===== src/rtl/serial_pkg.sv =====
// -----------------------------------------------------------------------------
// serial_pkg
// Shared definitions for the serial word feeder and the downstream sequence
// detectors it drives.
//   state_e          : feeder FSM state encoding (IDLE / SHIFT / GAP)
//   DEF_WIDTH        : default word width in bits
//   DEF_GAP          : default idle cycles between consecutive words
//   DEF_MSB_FIRST    : default shift direction (1 = MSB first)
//   DEF_IDLE_LEVEL   : level of the serial line when no bit is being sent;
//                      the detector bench relies on the same value
//   GAP_CNT_W        : width of the inter-word gap counter (GAP up to 15)
// -----------------------------------------------------------------------------
package serial_pkg;

    typedef enum logic [1:0] {
        ST_IDLE  = 2'b00,
        ST_SHIFT = 2'b01,
        ST_GAP   = 2'b10
    } state_e;

    localparam int unsigned DEF_WIDTH      = 8;
    localparam int unsigned DEF_GAP        = 1;
    localparam bit          DEF_MSB_FIRST  = 1'b1;
    localparam bit          DEF_IDLE_LEVEL = 1'b0;
    localparam int unsigned GAP_CNT_W      = 4;

endpackage : serial_pkg


===== src/rtl/piso_shift_reg.sv =====
// -----------------------------------------------------------------------------
// piso_shift_reg
// Parallel-in / serial-out shift register. The register holds the word with
// the bit currently on the serial line at its head (bit WIDTH-1 when
// MSB_FIRST = 1, bit 0 otherwise). A shift moves the next bit to the head.
//
// Ports:
//   clk        in   clock, rising edge
//   rst        in   asynchronous reset, active low; clears the register
//   load_i     in   capture din_i at this edge (wins over shift_i)
//   shift_i    in   advance by one bit at this edge
//   din_i      in   parallel word
//   nxt_bit_o  out  head bit the register will hold after this edge; lets the
//                   caller register the serial output in step with the word
// -----------------------------------------------------------------------------
module piso_shift_reg #(
    parameter int unsigned WIDTH     = 8,
    parameter bit          MSB_FIRST = 1'b1
) (
    input  logic             clk,
    input  logic             rst,
    input  logic             load_i,
    input  logic             shift_i,
    input  logic [WIDTH-1:0] din_i,
    output logic             nxt_bit_o
);

    logic [WIDTH-1:0] sr_q;
    logic [WIDTH-1:0] sr_d;

    always_comb begin
        sr_d = sr_q;
        if (load_i) begin
            sr_d = din_i;
        end else if (shift_i) begin
            if (MSB_FIRST) begin
                sr_d = {sr_q[WIDTH-2:0], 1'b0};
            end else begin
                sr_d = {1'b0, sr_q[WIDTH-1:1]};
            end
        end
    end

    // Head of the post-edge contents, i.e. the bit the caller will present next.
    assign nxt_bit_o = MSB_FIRST ? sr_d[WIDTH-1] : sr_d[0];

    always_ff @(posedge clk or negedge rst) begin
        if (!rst) begin
            sr_q <= '0;
        end else begin
            sr_q <= sr_d;
        end
    end

endmodule : piso_shift_reg


===== src/rtl/serial_word_feeder.sv =====
// -----------------------------------------------------------------------------
// serial_word_feeder
// Accepts parallel words over a valid/ready handshake and shifts them out one
// bit per clock on a registered serial line feeding a sequence detector's
// x_in. x_out only ever changes on a rising clock edge (or on reset), so a
// downstream Mealy stage sees a stable input for the whole cycle.
//
// Parameters:
//   WIDTH       bits per word (2..32)
//   MSB_FIRST   1 = bit WIDTH-1 goes out first, 0 = bit 0 first
//   GAP         idle cycles inserted between consecutive words (0..15)
//   IDLE_LEVEL  level of x_out when no data bit is being sent
//
// Ports:
//   clk          in   clock, rising edge
//   rst          in   asynchronous reset, active low
//   din          in   parallel word, captured at the accept edge
//   din_valid    in   source has a word on din
//   din_ready    out  a word is accepted at the next edge if din_valid is high
//   x_out        out  serial bit (registered)
//   bit_valid    out  x_out carries a data bit this cycle (registered)
//   frame_start  out  first bit cycle of a word (registered)
//   frame_done   out  last bit cycle of a word (registered)
//   busy         out  FSM is not in IDLE
// -----------------------------------------------------------------------------
module serial_word_feeder
    import serial_pkg::*;
#(
    parameter int unsigned WIDTH      = DEF_WIDTH,
    parameter bit          MSB_FIRST  = DEF_MSB_FIRST,
    parameter int unsigned GAP        = DEF_GAP,
    parameter bit          IDLE_LEVEL = DEF_IDLE_LEVEL
) (
    input  logic             clk,
    input  logic             rst,
    input  logic [WIDTH-1:0] din,
    input  logic             din_valid,
    output logic             din_ready,
    output logic             x_out,
    output logic             bit_valid,
    output logic             frame_start,
    output logic             frame_done,
    output logic             busy
);

    localparam int unsigned CNT_W = $clog2(WIDTH + 1);
    localparam logic [CNT_W-1:0]     CNT_LOAD = CNT_W'(WIDTH - 1);
    localparam logic [GAP_CNT_W-1:0] GAP_LOAD = (GAP > 0) ? GAP_CNT_W'(GAP - 1) : '0;

    state_e               state_q, state_d;
    logic [CNT_W-1:0]     cnt_q, cnt_d;      // bits still to send after the current one
    logic [GAP_CNT_W-1:0] gap_q, gap_d;      // gap cycles still to wait after this one

    logic x_out_q, x_out_d;
    logic bit_valid_q, bit_valid_d;
    logic frame_start_q, frame_start_d;
    logic frame_done_q, frame_done_d;

    logic accept;
    logic load_en;
    logic shift_en;
    logic nxt_bit;
    logic last_bit;

    // Ready is a pure decode of state and counter so din_valid never reaches
    // an output combinationally. With GAP = 0 the last bit cycle also accepts,
    // which is what makes back-to-back words bubble-free.
    assign last_bit  = (state_q == ST_SHIFT) && (cnt_q == '0);
    assign din_ready = (state_q == ST_IDLE) || ((GAP == 0) && last_bit);
    assign busy      = (state_q != ST_IDLE);

    assign accept   = din_valid && din_ready;
    assign load_en  = accept;
    assign shift_en = (state_q == ST_SHIFT) && (cnt_q != '0);

    piso_shift_reg #(
        .WIDTH     (WIDTH),
        .MSB_FIRST (MSB_FIRST)
    ) u_piso (
        .clk       (clk),
        .rst       (rst),
        .load_i    (load_en),
        .shift_i   (shift_en),
        .din_i     (din),
        .nxt_bit_o (nxt_bit)
    );

    // State register
    always_ff @(posedge clk or negedge rst) begin
        if (!rst) begin
            state_q <= ST_IDLE;
            cnt_q   <= '0;
            gap_q   <= '0;
        end else begin
            state_q <= state_d;
            cnt_q   <= cnt_d;
            gap_q   <= gap_d;
        end
    end

    // Next-state logic
    always_comb begin
        state_d = state_q;
        cnt_d   = cnt_q;
        gap_d   = gap_q;
        unique case (state_q)
            ST_IDLE: begin
                if (accept) begin
                    state_d = ST_SHIFT;
                    cnt_d   = CNT_LOAD;
                end
            end
            ST_SHIFT: begin
                if (cnt_q != '0) begin
                    cnt_d = cnt_q - 1'b1;
                end else if (GAP > 0) begin
                    state_d = ST_GAP;
                    gap_d   = GAP_LOAD;
                end else if (accept) begin
                    cnt_d = CNT_LOAD;
                end else begin
                    state_d = ST_IDLE;
                end
            end
            ST_GAP: begin
                if (gap_q == '0) begin
                    state_d = ST_IDLE;
                end else begin
                    gap_d = gap_q - 1'b1;
                end
            end
            default: begin
                state_d = ST_IDLE;
                cnt_d   = '0;
                gap_d   = '0;
            end
        endcase
    end

    // Output logic: next values of the registered serial-side outputs
    always_comb begin
        bit_valid_d   = load_en || shift_en;
        x_out_d       = bit_valid_d ? nxt_bit : IDLE_LEVEL;
        frame_start_d = load_en;
        frame_done_d  = shift_en && (cnt_q == CNT_W'(1));
    end

    always_ff @(posedge clk or negedge rst) begin
        if (!rst) begin
            x_out_q       <= IDLE_LEVEL;
            bit_valid_q   <= 1'b0;
            frame_start_q <= 1'b0;
            frame_done_q  <= 1'b0;
        end else begin
            x_out_q       <= x_out_d;
            bit_valid_q   <= bit_valid_d;
            frame_start_q <= frame_start_d;
            frame_done_q  <= frame_done_d;
        end
    end

    assign x_out       = x_out_q;
    assign bit_valid   = bit_valid_q;
    assign frame_start = frame_start_q;
    assign frame_done  = frame_done_q;

endmodule : serial_word_feeder


===== config.mk =====
export PLATFORM = sky130hd
export DESIGN_NAME = serial_word_feeder
export DESIGN_NICKNAME = d
export VERILOG_FILES = /design/src/rtl/serial_pkg.sv /design/src/rtl/piso_shift_reg.sv /design/src/rtl/serial_word_feeder.sv
export SDC_FILE = /design/constraint.sdc
export NUM_CORES = 1
export LEC_CHECK = 0
export CAP_MARGIN = 25
export CORE_MARGIN = 10
export CORE_UTILIZATION = 39
export DETAILED_ROUTE_END_ITERATION = 8
export HOLD_SLACK_MARGIN = 0.05
export SLEW_MARGIN = 5
export SYNTH_ARGS = -nofsm -noshare
export SYNTH_HDL_FRONTEND = slang
export SYNTH_SLANG_ARGS = --single-unit

===== constraint.sdc =====
create_clock -name clk -period 3.4 [get_ports clk]
set_input_delay 0.68 -clock clk [delete_from_list [all_inputs] [get_ports clk]]
set_output_delay 0.68 -clock clk [all_outputs]
set_load 0.02 [all_outputs]

==> out/results.tsv <==
stage	metric	value	unit
run_status	run status	completed	
clock_network	number of buffers created by CTS	3	
flow_run	total of max-cap violations	0	
power_and_ir_drop	Clk pwr share	0.121	
timing	worst clock skew	0.003621	ns
timing	Slew HR	0.6707	
detailed_routing	Final ANT Viol Nets	0	
clock_network	CTS Buffer Depth	2	
synth	Syn Std Cell Area	1079	um^2
power_and_ir_drop	sw power	0.4160	mW
placement	post-detail-place hpwl	1.637	mm
placement	port buffer count	16	
global_routing	initial antenna violation count	0	
critical_path	Worst path top cell family by delay	buffers and inverters	
clock_network	# resized after CTS	0	
finish	non-filler cells, final	156	
detailed_routing	number of detailed-route iterations in the first pass	4	
global_routing	gr ovfl total	0	
detailed_routing	DRC errors left	0	
synth	area share of and/or/nand/nor cells after synthesis	0.2297	
global_routing	GRT Resource Usage Total	0.09268	
critical_path	Max FO, Critical Path	17	
floorplan	die height	72.59	um
power_and_ir_drop	Gate power share	0.469	
critical_path	critical path's slowest cell	clkdlybuf4s50_1	
synth	syn_area_per_cell	9.895	um^2
placement	Placer Congestion	0.7911	
synth	syn_nets	124	
synth	post-synthesis cell count	109	
synth	count of different cell masters after synthesis	37	
detailed_routing	final WL	2.320	mm
power_and_ir_drop	pwr dens	775.9	nW/um^2
timing	Fin Setup TNS	0	ns
clock_network	clock-pin slew on the worst setup and hold paths	0.12	ns
critical_path	Largest stage delay, worst path	0.60	ns
synth	XOR/XNOR Fraction of Synth Area	0	
power_and_ir_drop	internal power	0.5937	mW
global_routing	pin count of the biggest net entering global routing	22	
critical_path	Buf/Inv on CP	2	
synth	main combinational cell family by area after synthesis	simple AND/OR/NAND/NOR gates	
floorplan	Initial Util	0.3980	
critical_path	CP endpoint kind	output port	
timing	Final Critical Period	2.537	ns
timing	unrepaired setup endpoints after global routing	false	
synth	share of Yosys cell area claimed by the top area cell type	0.4872	
floorplan	DIE WIDTH	72.59	um
critical_path	worst-path cell chain	or2_2 > inv_1 > clkdlybuf4s50_1	
min_path	Min-Delay Path Class	register to register	
timing	max-slew violations	0	
clock_network	CTS H-tree depth	1	
finish	Final Net Count	141	
timing	Final WS setup	0.8635	ns
synth	register area share after synthesis	0.4872	
floorplan	Core Area	2710	um^2
synth	Syn. warnings	0	
clock_network	Setup Fix Bufs, Post-CTS	0	
clock_network	TritonCTS clock tree	yes	
clock_network	CTS Root Cell	clkbuf_4	
power_and_ir_drop	sequential power share	0.410	
placement	DP Worst Slack	1.170	ns
timing	FMAX	394.2	MHz
timing	Final setup viols	0	
floorplan	Die ar.	5269	um^2
critical_path	Worst EP required	2.72	ns
placement	dpl cells	151	
global_routing	vias in the first global route	843	
power_and_ir_drop	leakage power	0.5822	nW
critical_path	Worst Setup Path Type	register to output port	
timing	Tightest Pin Transition	0.4929	ns
finish	Fillers	265	
synth	post-synthesis adder-cell area fraction	0.04640	
clock_network	Worst-Skew Late Latency	0.30	ns
floorplan	# IOs	17	
finish	share of post-route cells with drive strength above 1	0.05600	
synth	post-synthesis compound-gate area fraction	0.1531	
finish	n_diodes	0	
synth	post-synthesis mux area share	0.02784	
detailed_routing	Via density	5.372	
detailed_routing	number of DRC markers in iteration 0	69	
floorplan	num rows	19	
power_and_ir_drop	Tot Pwr	1.010	mW
power_and_ir_drop	switching power share of the total	0.4120	
synth	synth top area cells	dfrtp_1 (49%), nand2_1 (5.2%), ha_1 (4.6%)	
timing	Hold Vio Cnt, Final	0	
global_routing	first-pass GRT wire length	3.981	mm
power_and_ir_drop	worst vdd ir	441.6	uV
detailed_routing	wire per inst	14.87	um
timing	fin crit share	0.7460	
finish	Area Growth Syn to Fin	20.65	%
detailed_routing	via count	838	
critical_path	CP Launch Type	register	
finish	final core utilization	0.4801	
synth	register bit total from synthesis	21	
critical_path	WP data arrival	1.86	ns
clock_network	Clock Sinks	21	
synth	Synth area leader	dfrtp_1	
clock_network	CTS Hold Bufs	0	
worst reg2reg max path, delay by kind of cell, from the launching register on:
family,cells,cell delay (ns)
AO/OA/AOI/OAI,1,0.37
adder cells (fa/ha/maj),1,0.22
buffers and inverters,1,0.10
flip-flops,1,0.42
AND/OR/NAND/NOR,2,0.73
synth_stat cells (all sizes together):
library cell  count
dfrtp            21
nand2            15
inv               7
o21ai             6
nand3             5
ha                4
nor2              4
a221o             3
and2              3
and3              3
clkbuf            3
mux2i             3
nor2b             3
o211ai            3
or3b              3
a21oi             2
a31oi             2
buf               2
nor4b             2
o2bb2ai           2
a211o             1
a21o              1
and4b             1
clkinv            1
nand2b            1
nand4             1
nor3              1
nor3b             1
o221ai            1
o311ai            1
o32ai             1
or2               1
or4               1
cell families after synthesis:
| group | count (synthesis) |
|---|---|
| adders and majority gates | 4 |
| DFF | 21 |
| and+or+nand+nor | 45 |
| AOI/OAI and AO/OA | 23 |
| buffers and inverters | 13 |
| muxes | 3 |
area by class of cell:
type                    instances  area, um^2  share of cell area
multi-input cells              75       493.0              0.3788
flip-flops and latches         21       525.5              0.4038
well taps                      31       38.79             0.02981
repair buffers                 17       187.7              0.1442
clock buffers                   4       26.28             0.02019
inverters                       8       30.03             0.02308
state kept, by name, summed over array words and instances, names as in the netlist:
name / cells
x_out: 1
bit_valid: 1
frame_done: 1
frame_start: 1
cnt_q: 4
state_q: 2
u_piso.sr_q: 7
gap_q: 4
stage by stage:
step,hold slack [ns],instance area [um^2]
floorplan,0.3844,1079
global placement,0.4925,1247
detailed placement,0.4892,1247
CTS,0.5181,1274
global route,0.5593,1301
finish,0.5162,1301
layer usage:
metal / vias up / routed length [um] / track usage / part of all wire
met5: - / 0 / 0 / 0
li1: 418 / - / - / -
met2: 21 / 979 / 0.1358 / 0.42
met1: 394 / 1145 / 0.1203 / 0.49
met4: 0 / 38 / 0.04008 / 0.016
met3: 5 / 157 / 0.03129 / 0.068
power groups by stage:
stage	logic [mW]	registers, mW	clock network (mW)
after floorplan	0.337	0.406	0
after global placement	0.465	0.418	0
after detailed placement	0.473	0.418	0
after CTS	0.477	0.413	0.129
after global routing	0.531	0.432	0.138
final	0.473	0.414	0.123
layout by cell type, fill, tap and decap left out, drive strengths merged, types with 2 or more instances in the layout:
cell | synthesis | routed
and2 | 3 | 3
mux2i | 3 | 3
a221o | 3 | 3
a21oi | 2 | 2
clkbuf | 3 | 4
dfrtp | 21 | 21
nor2b | 3 | 3
ha | 4 | 4
or3b | 3 | 3
clkdlybuf4s50 | 0 | 16
o2bb2ai | 2 | 2
o211ai | 3 | 3
nor4b | 2 | 2
and3 | 3 | 3
inv | 7 | 7
nand2 | 15 | 15
nand3 | 5 | 5
o21ai | 6 | 6
nor2 | 4 | 4
a31oi | 2 | 2
worst paths after layout:
kind | cells after the start | startpoint | slack [ns] | end
min reg2reg | 2 | u_piso.sr_q[6]$_DFFE_PN0P_ | 0.52 | x_out$_DFF_PN0_
min | 2 | u_piso.sr_q[6]$_DFFE_PN0P_ | 0.52 | x_out$_DFF_PN0_
max reg2reg | 5 | cnt_q[0]$_DFFE_PN0P_ | 1.43 | u_piso.sr_q[1]$_DFFE_PN0P_
min in group asynchronous | 1 | rst | 0.60 | u_piso.sr_q[3]$_DFFE_PN0P_
max in group asynchronous | 2 | rst | 2.43 | u_piso.sr_q[0]$_DFFE_PN0P_
max | 3 | state_q[1]$_DFFE_PN0P_ | 0.86 | din_ready
Power figures use the tool's default switching activity.
